File: src/rtl/hid_kbd_pkg.sv
// Shared constants and types for the HID boot-keyboard decoder:
// usage codes, modifier masks, ASCII codes, FSM state and report layout.
package hid_kbd_pkg;

  localparam logic [7:0] U_ROLLOVER = 8'h01;
  localparam logic [7:0] U_A        = 8'h04;
  localparam logic [7:0] U_Z        = 8'h1D;
  localparam logic [7:0] U_1        = 8'h1E;
  localparam logic [7:0] U_0        = 8'h27;
  localparam logic [7:0] U_ENTER    = 8'h28;
  localparam logic [7:0] U_ESC      = 8'h29;
  localparam logic [7:0] U_BKSP     = 8'h2A;
  localparam logic [7:0] U_TAB      = 8'h2B;
  localparam logic [7:0] U_SPACE    = 8'h2C;
  localparam logic [7:0] U_RIGHT    = 8'h4F;
  localparam logic [7:0] U_LEFT     = 8'h50;
  localparam logic [7:0] U_DOWN     = 8'h51;
  localparam logic [7:0] U_UP       = 8'h52;

  localparam logic [7:0] MOD_SHIFT_MASK = 8'h22;
  localparam logic [7:0] MOD_CTRL_MASK  = 8'h11;

  localparam logic [7:0] ASCII_ESC = 8'h1B;
  localparam logic [7:0] ASCII_CR  = 8'h0D;

  typedef enum logic [1:0] {ST_IDLE, ST_SCAN, ST_EMIT, ST_GAP} state_t;

  typedef logic [5:0][7:0] slots_t;

  // Byte 1 is reserved and never stored; modifiers are reduced on arrival.
  typedef struct packed {
    logic   shift;
    logic   ctrl;
    slots_t slots;
  } report_t;

  function automatic logic has_usage(slots_t s, logic [7:0] u);
    has_usage = 1'b0;
    for (int i = 0; i < 6; i++)
      if (s[i] == u) has_usage = 1'b1;
  endfunction

endpackage

File: src/rtl/hid_kbd_if.sv
// Report byte stream in, character/strobe stream and status out.
interface hid_kbd_if;
  logic [7:0] rep_data;
  logic       rep_valid;
  logic       rep_start;
  logic [7:0] usb_kbd;
  logic       kbd_strobe;
  logic       busy;
  logic       overrun;

  modport master (output rep_data, rep_valid, rep_start,
                  input  usb_kbd, kbd_strobe, busy, overrun);
  modport slave  (input  rep_data, rep_valid, rep_start,
                  output usb_kbd, kbd_strobe, busy, overrun);
endinterface

File: src/rtl/hid_usage_to_ascii.sv
// Combinational HID usage -> ASCII (US layout) with Shift/Ctrl;
// arrow keys yield ESC plus a VT52 second byte.
module hid_usage_to_ascii
  import hid_kbd_pkg::*;
(
  input  logic [7:0] usage,
  input  logic       shift,
  input  logic       ctrl,
  output logic [7:0] code,
  output logic       mapped,
  output logic       is_esc_seq,
  output logic [7:0] second
);
  logic [7:0] lo, hi;

  always_comb begin
    // NOTE: every output gets a default first, so no path can infer a latch.
    code       = '0;
    mapped     = 1'b0;
    is_esc_seq = 1'b0;
    second     = '0;
    lo         = '0;
    hi         = '0;
    if (usage >= U_A && usage <= U_Z) begin
      mapped = 1'b1;
      if (ctrl)       code = usage - 8'h03;
      else if (shift) code = usage + 8'h3D;
      else            code = usage + 8'h5D;
    end else begin
      mapped = 1'b1;
      case (usage)
        8'h1E:     begin lo = "1";       hi = "!";       end
        8'h1F:     begin lo = "2";       hi = "@";       end
        8'h20:     begin lo = "3";       hi = "#";       end
        8'h21:     begin lo = "4";       hi = "$";       end
        8'h22:     begin lo = "5";       hi = "%";       end
        8'h23:     begin lo = "6";       hi = "^";       end
        8'h24:     begin lo = "7";       hi = "&";       end
        8'h25:     begin lo = "8";       hi = "*";       end
        8'h26:     begin lo = "9";       hi = "(";       end
        U_0:       begin lo = "0";       hi = ")";       end
        U_ENTER:   begin lo = ASCII_CR;  hi = ASCII_CR;  end
        U_ESC:     begin lo = ASCII_ESC; hi = ASCII_ESC; end
        U_BKSP:    begin lo = 8'h08;     hi = 8'h08;     end
        U_TAB:     begin lo = 8'h09;     hi = 8'h09;     end
        U_SPACE:   begin lo = 8'h20;     hi = 8'h20;     end
        8'h2D:     begin lo = "-";       hi = "_";       end
        8'h2E:     begin lo = "=";       hi = "+";       end
        8'h2F:     begin lo = "[";       hi = "{";       end
        8'h30:     begin lo = "]";       hi = "}";       end
        8'h31:     begin lo = 8'h5C;     hi = "|";       end
        8'h32:     begin lo = "#";       hi = "~";       end
        8'h33:     begin lo = ";";       hi = ":";       end
        8'h34:     begin lo = 8'h27;     hi = 8'h22;     end
        8'h35:     begin lo = 8'h60;     hi = "~";       end
        8'h36:     begin lo = ",";       hi = "<";       end
        8'h37:     begin lo = ".";       hi = ">";       end
        8'h38:     begin lo = "/";       hi = "?";       end
        U_RIGHT:   begin lo = ASCII_ESC; hi = ASCII_ESC; is_esc_seq = 1'b1; second = "C"; end
        U_LEFT:    begin lo = ASCII_ESC; hi = ASCII_ESC; is_esc_seq = 1'b1; second = "D"; end
        U_DOWN:    begin lo = ASCII_ESC; hi = ASCII_ESC; is_esc_seq = 1'b1; second = "B"; end
        U_UP:      begin lo = ASCII_ESC; hi = ASCII_ESC; is_esc_seq = 1'b1; second = "A"; end
        default:   mapped = 1'b0;
      endcase
      code = shift ? hi : lo;
    end
  end

endmodule

File: src/rtl/hid_kbd_decoder.sv
// Assembles 8-byte boot reports, emits newly pressed keys as a strobed
// character stream, and generates typematic repeat for the last new key.
module hid_kbd_decoder
  import hid_kbd_pkg::*;
#(
  parameter int STROBE_GAP   = 16,
  parameter int REPEAT_DELAY = 16000000,
  parameter int REPEAT_RATE  = 2000000,
  parameter int CNT_W        = 25
) (
  input logic      clk,
  input logic      rstn,
  hid_kbd_if.slave bus
);
  localparam int GAP_W = (STROBE_GAP > 2) ? $clog2(STROBE_GAP) : 1;

  report_t              asm_q, pend_q, cur_q;
  slots_t               prev_q;
  logic [3:0]           idx_q;
  logic [2:0]           slot_wr;
  logic                 asm_done_q, pend_valid_q, overrun_q, take;
  state_t               state_q, state_d;
  logic [2:0]           slot_q;
  logic [GAP_W-1:0]     gap_q;
  logic                 second_pend_q, rep_mode_q, new_seen_q, finish;
  logic [7:0]           second_q, last_new_q, rep_key_q, usb_kbd_q;
  logic [CNT_W-1:0]     rep_cnt_q;
  logic [7:0]           cur_slot, map_usage, map_code, map_second;
  logic                 map_mapped, map_esc, slot_new, rep_due, last_slot;

  assign slot_wr = idx_q[2:0] - 3'd2;

  // NOTE: the assembly buffer is reset so a report cut short by reset never completes.
  always_ff @(posedge clk or negedge rstn) begin
    if (!rstn) begin
      asm_q      <= '0;
      idx_q      <= '0;
      asm_done_q <= 1'b0;
    end else begin
      asm_done_q <= 1'b0;
      if (bus.rep_valid) begin
        if (bus.rep_start) begin
          asm_q.shift <= |(bus.rep_data & MOD_SHIFT_MASK);
          asm_q.ctrl  <= |(bus.rep_data & MOD_CTRL_MASK);
          idx_q       <= 4'd1;
        end else if (idx_q < 4'd8) begin
          if (idx_q == 4'd0) begin
            asm_q.shift <= |(bus.rep_data & MOD_SHIFT_MASK);
            asm_q.ctrl  <= |(bus.rep_data & MOD_CTRL_MASK);
          end else if (idx_q >= 4'd2) begin
            asm_q.slots[slot_wr] <= bus.rep_data;
          end
          idx_q      <= idx_q + 4'd1;
          asm_done_q <= (idx_q == 4'd7);
        end
      end
    end
  end

  // Rollover reports are dropped before they ever become pending.
  assign take = (state_q == ST_IDLE) && pend_valid_q;

  always_ff @(posedge clk or negedge rstn) begin
    if (!rstn) begin
      pend_q       <= '0;
      pend_valid_q <= 1'b0;
      overrun_q    <= 1'b0;
    end else begin
      overrun_q <= 1'b0;
      if (take) pend_valid_q <= 1'b0;
      if (asm_done_q && !has_usage(asm_q.slots, U_ROLLOVER)) begin
        pend_q       <= asm_q;
        pend_valid_q <= 1'b1;
        overrun_q    <= pend_valid_q && !take;
      end
    end
  end

  assign cur_slot  = cur_q.slots[slot_q];
  assign map_usage = (state_q == ST_IDLE) ? rep_key_q : cur_slot;
  assign last_slot = (slot_q == 3'd5);
  assign slot_new  = (cur_slot != 8'h00) && map_mapped && !has_usage(prev_q, cur_slot);
  // Counter reaches zero on this edge (1) or already waited there (0).
  assign rep_due   = (rep_key_q != 8'h00) && (rep_cnt_q <= CNT_W'(1));

  hid_usage_to_ascii u_map (
    .usage      (map_usage),
    .shift      (cur_q.shift),
    .ctrl       (cur_q.ctrl),
    .code       (map_code),
    .mapped     (map_mapped),
    .is_esc_seq (map_esc),
    .second     (map_second)
  );

  // NOTE: sequential state uses <= so every register sees pre-edge values.
  always_ff @(posedge clk or negedge rstn) begin
    if (!rstn) state_q <= ST_IDLE;
    else       state_q <= state_d;
  end

  always_comb begin
    state_d = state_q;
    finish  = 1'b0;
    unique case (state_q)
      ST_IDLE: if (pend_valid_q) state_d = ST_SCAN;
               else if (rep_due) state_d = ST_EMIT;
      ST_SCAN: if (slot_new) state_d = ST_EMIT;
               else if (last_slot) begin state_d = ST_IDLE; finish = 1'b1; end
               else state_d = ST_SCAN;
      ST_EMIT: state_d = ST_GAP;
      ST_GAP:  if (gap_q == '0) begin
                 if (second_pend_q)   state_d = ST_EMIT;
                 else if (rep_mode_q) state_d = ST_IDLE;
                 else if (last_slot)  begin state_d = ST_IDLE; finish = 1'b1; end
                 else                 state_d = ST_SCAN;
               end
      default: state_d = ST_IDLE;
    endcase
  end

  always_comb begin
    bus.kbd_strobe = (state_q == ST_EMIT);
    bus.busy       = (state_q != ST_IDLE);
  end

  assign bus.usb_kbd = usb_kbd_q;
  assign bus.overrun = overrun_q;

  always_ff @(posedge clk or negedge rstn) begin
    if (!rstn) begin
      cur_q <= '0;  prev_q <= '0;  slot_q <= '0;  gap_q <= '0;
      second_pend_q <= 1'b0;  second_q <= '0;  rep_mode_q <= 1'b0;
      new_seen_q <= 1'b0;  last_new_q <= '0;  rep_key_q <= '0;
      rep_cnt_q <= '0;  usb_kbd_q <= '0;
    end else begin
      if (rep_cnt_q != '0) rep_cnt_q <= rep_cnt_q - CNT_W'(1);
      case (state_q)
        ST_IDLE:
          if (pend_valid_q) begin
            cur_q      <= pend_q;
            slot_q     <= '0;
            new_seen_q <= 1'b0;
            rep_mode_q <= 1'b0;
          end else if (rep_due) begin
            rep_mode_q    <= 1'b1;
            usb_kbd_q     <= map_code;
            second_pend_q <= map_esc;
            second_q      <= map_second;
            rep_cnt_q     <= CNT_W'(REPEAT_RATE);
          end
        ST_SCAN:
          if (slot_new) begin
            usb_kbd_q     <= map_code;
            second_pend_q <= map_esc;
            second_q      <= map_second;
            new_seen_q    <= 1'b1;
            last_new_q    <= cur_slot;
            rep_cnt_q     <= CNT_W'(REPEAT_DELAY);
          end else if (!last_slot) begin
            slot_q <= slot_q + 3'd1;
          end
        ST_EMIT: gap_q <= GAP_W'(STROBE_GAP - 2);
        ST_GAP:
          if (gap_q != '0) begin
            gap_q <= gap_q - GAP_W'(1);
          end else if (second_pend_q) begin
            usb_kbd_q     <= second_q;
            second_pend_q <= 1'b0;
          end else if (!rep_mode_q && !last_slot) begin
            slot_q <= slot_q + 3'd1;
          end
        default: ;
      endcase
      if (finish) begin
        prev_q <= cur_q.slots;
        if (new_seen_q)                           rep_key_q <= last_new_q;
        else if (!has_usage(cur_q.slots, rep_key_q)) rep_key_q <= '0;
      end
    end
  end

endmodule

File: src/flat_wrapper.sv
// flat-port wrapper written by rule: the top's interface ports become plain ports
module hid_kbd_decoder_flat import hid_kbd_pkg::*;
#(
  parameter int STROBE_GAP   = 16,
  parameter int REPEAT_DELAY = 16000000,
  parameter int REPEAT_RATE  = 2000000,
  parameter int CNT_W        = 25
)
  (clk, rstn, bus_rep_data, bus_rep_valid, bus_rep_start, bus_usb_kbd, bus_kbd_strobe, bus_busy, bus_overrun);
  hid_kbd_if bus_i ();
  input logic clk;
  input logic rstn;
  input wire logic [$bits(bus_i.rep_data)-1:0] bus_rep_data;
  input wire logic [$bits(bus_i.rep_valid)-1:0] bus_rep_valid;
  input wire logic [$bits(bus_i.rep_start)-1:0] bus_rep_start;
  output wire logic [$bits(bus_i.usb_kbd)-1:0] bus_usb_kbd;
  output wire logic [$bits(bus_i.kbd_strobe)-1:0] bus_kbd_strobe;
  output wire logic [$bits(bus_i.busy)-1:0] bus_busy;
  output wire logic [$bits(bus_i.overrun)-1:0] bus_overrun;
  assign bus_i.rep_data = bus_rep_data;
  assign bus_i.rep_valid = bus_rep_valid;
  assign bus_i.rep_start = bus_rep_start;
  assign bus_usb_kbd = bus_i.usb_kbd;
  assign bus_kbd_strobe = bus_i.kbd_strobe;
  assign bus_busy = bus_i.busy;
  assign bus_overrun = bus_i.overrun;
  hid_kbd_decoder #(.STROBE_GAP(STROBE_GAP), .REPEAT_DELAY(REPEAT_DELAY), .REPEAT_RATE(REPEAT_RATE), .CNT_W(CNT_W)) u_core (.clk(clk), .rstn(rstn), .bus(bus_i));
endmodule
File: config.mk
export PLATFORM = sky130hd
export DESIGN_NAME = hid_kbd_decoder_flat
export DESIGN_NICKNAME = d
export VERILOG_FILES = /design/src/rtl/hid_kbd_pkg.sv /design/src/rtl/hid_kbd_if.sv /design/src/rtl/hid_usage_to_ascii.sv /design/src/rtl/hid_kbd_decoder.sv /design/src/flat_wrapper.sv
export SDC_FILE = /design/constraint.sdc
export NUM_CORES = 1
export LEC_CHECK = 0
export BUFFER_PORTS_ARGS = -buffer_cell sky130_fd_sc_hd__buf_2
export CORE_MARGIN = 4
export CORE_UTILIZATION = 51
export DETAILED_ROUTE_END_ITERATION = 12
export PLACE_DENSITY_LB_ADDON = 0.12
export SLEW_MARGIN = 10
export SYNTH_ARGS = -nofsm -noshare
export SYNTH_HDL_FRONTEND = slang
export SYNTH_SLANG_ARGS = --single-unit
export TNS_END_PERCENT = 20
File: constraint.sdc
create_clock -name clk -period 10.38 [get_ports clk]
set_input_delay 1.557 -clock clk [delete_from_list [all_inputs] [get_ports clk]]
set_output_delay 1.557 -clock clk [all_outputs]
set_load 0.1 [all_outputs]
==> impl_metrics.tcl, run 1 <==
set metrics [dict create \
    status "completed" \
    grt_antenna_before_repair 0 \
    cts_made_buffers 31 \
    clock-sinks 270 \
    first_pass_iters 6 \
    p_leak_nw 7.73 \
    io_pins 23 \
    grt_usage_pct 24.5 \
    diodes 0 \
    worst-path-max-fanout 56 \
    die_h_um 175 \
    synth_area_per_cell_um2 10.5 \
    min_period_over_period_pct 55.5 \
    skew_ns 0.0259 \
    clkLatencyLatePin_ns 0.58 \
    rsz0062_at_grt "no" \
    drc 0 \
    tns_ns 0 \
    synth_area_leader_cell "dfrtp_1" \
    routedWlPerCell_um 21.4 \
    cts_resized 0 \
    finalSetupViolations 0 \
    cts-root-buf "clkbuf_16" \
    cts_tree "yes" \
    final_cell_mix "dfrtp_1, nand2_1, mux2_2" \
    layout-drive-gt1-share_pct 20.8 \
    fp.dieW_um 175 \
    synthArstFlopShare_pct 100 \
    core_mm2 0.0272 \
    ir_drop_mv 0.165 \
    finalHoldViolCount 0 \
    vias_per_cell 5.84 \
    power_density_mw_per_mm2 202 \
    synth_xor_area_share_pct 6.89 \
    start_kind "flop" \
    final_cell_count_no_fill 1747 \
    io_buffer_count 22 \
    synth_top_family_by_area "multiplexers" \
    synth_cell_type_count 77 \
    cp.required_ns 10.83 \
    hold_class "flop to flop" \
    area_growth_pct 10.1 \
    drv_slew 0 \
    ys.flop_type "dfrtp_1" \
    max_freq_mhz 174 \
    synth-simple-area-share_pct 15.3 \
    final_common_cell "dfrtp_1" \
    antenna_left 0 \
    synth-seq-cells 270 \
    syn_inst 1356 \
    grt_pass1_vias 10300 \
    gp_congestion 0.926 \
    synth_top_area_share_pct 47.4 \
    drv_cap 0 \
    wl_mm 37.3 \
    syn_area_mm2 0.0142 \
    period_needed_ns 5.76 \
    cp-end-kind "flop" \
    grt_max_degree 94 \
    cts_max_path_buffers 3 \
    grt-ovfl-total 0 \
    dp_cells 1693 \
    post_cts_buffers 0 \
    synth.area.top_cells "dfrtp_1, mux2_2, nand2_1, xnor2_1, mux2_4" \
    drt-initial-drc-count 684 \
    synth_nets 1382 \
    relSlewSlack_pct 24.4 \
    ys_warn_count 0 \
    synth-seq-area-share_pct 47.4 \
    cp_data_arrival_time_ns 6.20 \
    dieArea_mm2 0.0307 \
    utilization_pct 57.7 \
    synthAdderAreaFrac_pct 1.23 \
    fin_nets 1380 \
    grt_pass1_wl_mm 60.0 \
    synth_compound_area_share_pct 10.0 \
    dr_total_vias 10200 \
    path_clk_slew_ns 0.06 \
    row_count 60 \
    synth_mux_area_share_pct 15.8 \
    fillCellCount 2379 \
    htree_levels 1 \
    dpl.hpwl_mm 26.2 \
    synth_edf_count 0 \
    start_util_pct 52.4 \
    worst_slew_pin_slew_ns 1.13 \
    hold_buffers 0 \
    worstSetupPathType "flop to flop" \
]
## per-layer routing
metal / global-route usage (%) / routed length (um) / share of wire [%] / vias to the layer above
met2: 39.7 / 17600 / 47 / 271
met3: 3.55 / 1640 / 4.4 / 61
met4: 6.74 / 966 / 2.6 / 0
met5: 0 / 0 / 0 / -
li1: - / - / - / 4797
met1: 34.6 / 17100 / 46 / 5070
## stage by stage
stage	setup WS [ns]	power (mW)	cell area, um2	hold WS, ns
after floorplan	6.02	1.83	14200	0.435
after global placement	4.76	2.02	14600	0.447
after detailed placement	4.70	2.03	14600	0.456
after CTS	4.68	3.20	15700	0.455
after global routing	4.20	3.33	15700	0.487
final	4.62	3.17	15700	0.452
## cell type report
| class | count | area, um2 | area share, % |
|---|---|---|---|
| Clock buffer | 40 | 850 | 5.42 |
| Inverter | 23 | 86.3 | 0.551 |
| Multi-Input combinational cell | 989 | 7030 | 44.9 |
| Timing Repair Buffer | 39 | 248 | 1.58 |
| Sequential cell | 270 | 6760 | 43.1 |
| Tap cell | 372 | 465 | 2.97 |
| Clock inverter | 14 | 235 | 1.50 |
## cells in the mapped netlist, drive strengths merged, types with 7 or more instances
library cell / number
mux2: 172
nor2: 79
nand2b: 12
clkbuf: 48
mux2i: 14
nor4b: 7
and3: 13
or2: 8
o2bb2ai: 10
a22o: 9
xor2: 43
ha: 14
o21ai: 46
inv: 22
a2111oi: 7
a211oi: 8
dfrtp: 270
nand2: 228
nor3: 18
buf: 26
a31oi: 11
a21o: 9
or3: 11
and2: 8
xnor2: 69
a21oi: 50
nand3: 24
nand4: 19
nor4: 29
## cells by family after synthesis
group,Yosys count
fa+ha+maj,14
buf+inv,97
compound gates,204
simple gates,471
xor+xnor,112
flops,270
mux,188
## critical path, cell delays in order (launching register included)
cell	delay (ns)
dfrtp_1	0.63
buf_4	0.36
mux4_2	0.64
and2_1	0.23
a21o_1	0.19
mux2i_1	0.41
ha_1	0.65
nor2_1	0.14
nor3_1	0.25
a31o_2	0.21
a41oi_1	0.23
nand4_2	0.23
a21oi_4	0.10
o21bai_4	0.15
buf_4	0.71
mux2_2	0.42
## power by group
| group | internal (mW) | leakage [nW] | total [mW] | switching [mW] |
|---|---|---|---|---|
| combinational | 0.271 | 3.49 | 0.642 | 0.371 |
| sequential | 1.21 | 3.70 | 1.37 | 0.164 |
| clock | 0.722 | 0.539 | 1.16 | 0.435 |
## path summary, 6_finish.rpt
path	endpoint	from	cells after the start	slack, ns
worst max register to register	u_core.prev_q[5]	u_core.slot_q[0]	15	4.62
worst min register to register	u_core.cur_q[28]	u_core.pend_q[28]	2	0.45
min in group asynchronous	u_core.last_new_q[3]	rstn	1	0.96
worst max-delay path	u_core.prev_q[5]	u_core.slot_q[0]	15	4.62
worst min-delay path	u_core.cur_q[28]	u_core.pend_q[28]	2	0.45
max in group asynchronous	u_core.pend_q[19]	rstn	3	7.22
No activity file was read; power rests on OpenSTA's default activity.
==> inputs of run 2 (changes only) <==
==> constraint.sdc (replaced) <==
create_clock -name clk -period 5.9 [get_ports clk]
set_input_delay 0.885 -clock clk [delete_from_list [all_inputs] [get_ports clk]]
set_output_delay 0.885 -clock clk [all_outputs]
set_load 0.1 [all_outputs]
==> run 2 against run 1 <==
Hold slack got worse by 0.15 ns. Largest cell class unchanged. Clock skew about the same. Clock-buffer cell count decreased by 3. Worst setup slack got worse by 3.9 ns. Highest routed layer is now met5. Critical path type unchanged.
==> impl_metrics.tcl, run 2 (synthesized netlist as in run 1, its figures left out) <==
set metrics [dict create \
    first_pass_iters 5 \
    final_cell_mix "dfrtp_1, nand2_1, mux2_2" \
    wl_mm 37.5 \
    tns_ns 0 \
    critPathMaxStageDelay_ns 0.80 \
    post_cts_buffers 0 \
    grt_pass1_wl_mm 60.4 \
    status "completed" \
    path_buf_inv 1 \
    cts_made_buffers 30 \
    gp_congestion 0.945 \
    drc 0 \
    grt_antenna_before_repair 1 \
    max_freq_mhz 192 \
    cts_max_path_buffers 3 \
    drt-initial-drc-count 791 \
    skew_ns 0.0257 \
    ir_drop_mv 0.264 \
    htree_levels 1 \
    fin_nets 1386 \
    cp.required_ns 6.33 \
    grt_max_degree 132 \
    row_count 60 \
    drv_slew 0 \
    worst_path_max_delay_cell "nor2b_1" \
    hold_buffers 0 \
    worst_slew_pin_slew_ns 1.18 \
    drv_cap 0 \
    cp-end-kind "flop" \
    relSlewSlack_pct 21.1 \
    path_clk_slew_ns 0.06 \
    vias_per_cell 5.87 \
    p_leak_nw 7.74 \
    worstPathCellList "nor2b_1 -> a222oi_1 -> a21oi_2 -> nand4_1 -> nor4_1 -> a41oi_1 -> nand4_2 -> a21oi_4 -> o21bai_4 -> buf_4 -> mux2_2" \
    dpl.hpwl_mm 26.3 \
    start_util_pct 52.4 \
    cp_top_family "simple AND/OR/NAND/NOR gates" \
    layout-drive-gt1-share_pct 21.4 \
    power_density_mw_per_mm2 348 \
    antenna_left 0 \
    die_h_um 175 \
    grt_pass1_vias 10400 \
    diodes 0 \
    hold_class "input port to async pin" \
    area_growth_pct 10.1 \
    clock-sinks 270 \
    dieArea_mm2 0.0307 \
    start_kind "flop" \
    cts-root-buf "clkbuf_16" \
    finalHoldViolCount 0 \
    period_needed_ns 5.22 \
    worst-path-max-fanout 28 \
    finalSetupViolations 0 \
    clkLatencyLatePin_ns 0.56 \
    dr_total_vias 10300 \
    cp_data_arrival_time_ns 5.65 \
    cts_tree "yes" \
    io_pins 23 \
    grt-ovfl-total 0 \
    grt_usage_pct 24.7 \
    fp.dieW_um 175 \
    utilization_pct 57.7 \
    core_mm2 0.0272 \
    rsz0062_at_grt "no" \
    io_buffer_count 22 \
    worstSetupPathType "flop to flop" \
    final_cell_area_mm2 0.0157 \
    place_area_mm2 0.0147 \
    min_period_over_period_pct 88.5 \
    routedWlPerCell_um 21.4 \
    cts_resized 0 \
    final_common_cell "dfrtp_1" \
]
[run 2: path summary, 6_finish.rpt]
kind	start	to	slack [ns]	cells after the start
setup / recovery	u_core.slot_q[2]	u_core.prev_q[5]	0.68	11
hold / removal	rstn	u_core.rep_cnt_q[22]	0.31	1
setup reg to reg	u_core.slot_q[2]	u_core.prev_q[5]	0.68	11
hold reg to reg	u_core.pend_q[38]	u_core.cur_q[38]	0.46	2
max in group asynchronous	rstn	async pin	4.32	2
min in group clk	u_core.pend_q[38]	u_core.cur_q[38]	0.46	2
[run 2: per-stage QoR]
step	power [mW]	hold slack, ns	std cells	worst slack, ns
2_1_floorplan	3.23	0.435	1356	1.54
3_3_place_gp	3.56	0.447	1700	0.907
3_5_place_dp	3.57	0.451	1700	0.868
4_1_cts	5.50	0.337	1756	0.848
5_1_grt	5.75	0.344	1756	0.335
6_report	5.46	0.307	1756	0.678
[run 2: cell type report]
class	count	area, um2
timing repair buffer	46	313
fill	2413	11500
tap	372	465
multi-input combinational	989	7030
sequential	270	6760
clock buffer	37	807
inverter	23	86.3
clock inverter	19	219
[run 2: layer usage]
metal  GRT usage [%]  up-vias  share of wire (%)
met4            6.12        2                2.5
met5               0        -              0.035
met1            34.6     5135                 45
li1                -     4797                  -
met2            40.8      297                 47
met3            3.50       69                5.1
[run 2: worst reg2reg max path: cells and delay by family, from the launching register on]
family | cells | cell delay (ns)
and+or+nand+nor | 4 | 1.89
AOI/OAI and AO/OA | 5 | 1.60
buffers and inverters | 1 | 0.43
DFF | 1 | 0.76
muxes | 1 | 0.41
[run 2: power by group]
part / switching, mW / internal, mW
sequential: 0.273 / 2.13
combinational: 0.667 / 0.483
clock: 0.760 / 1.15
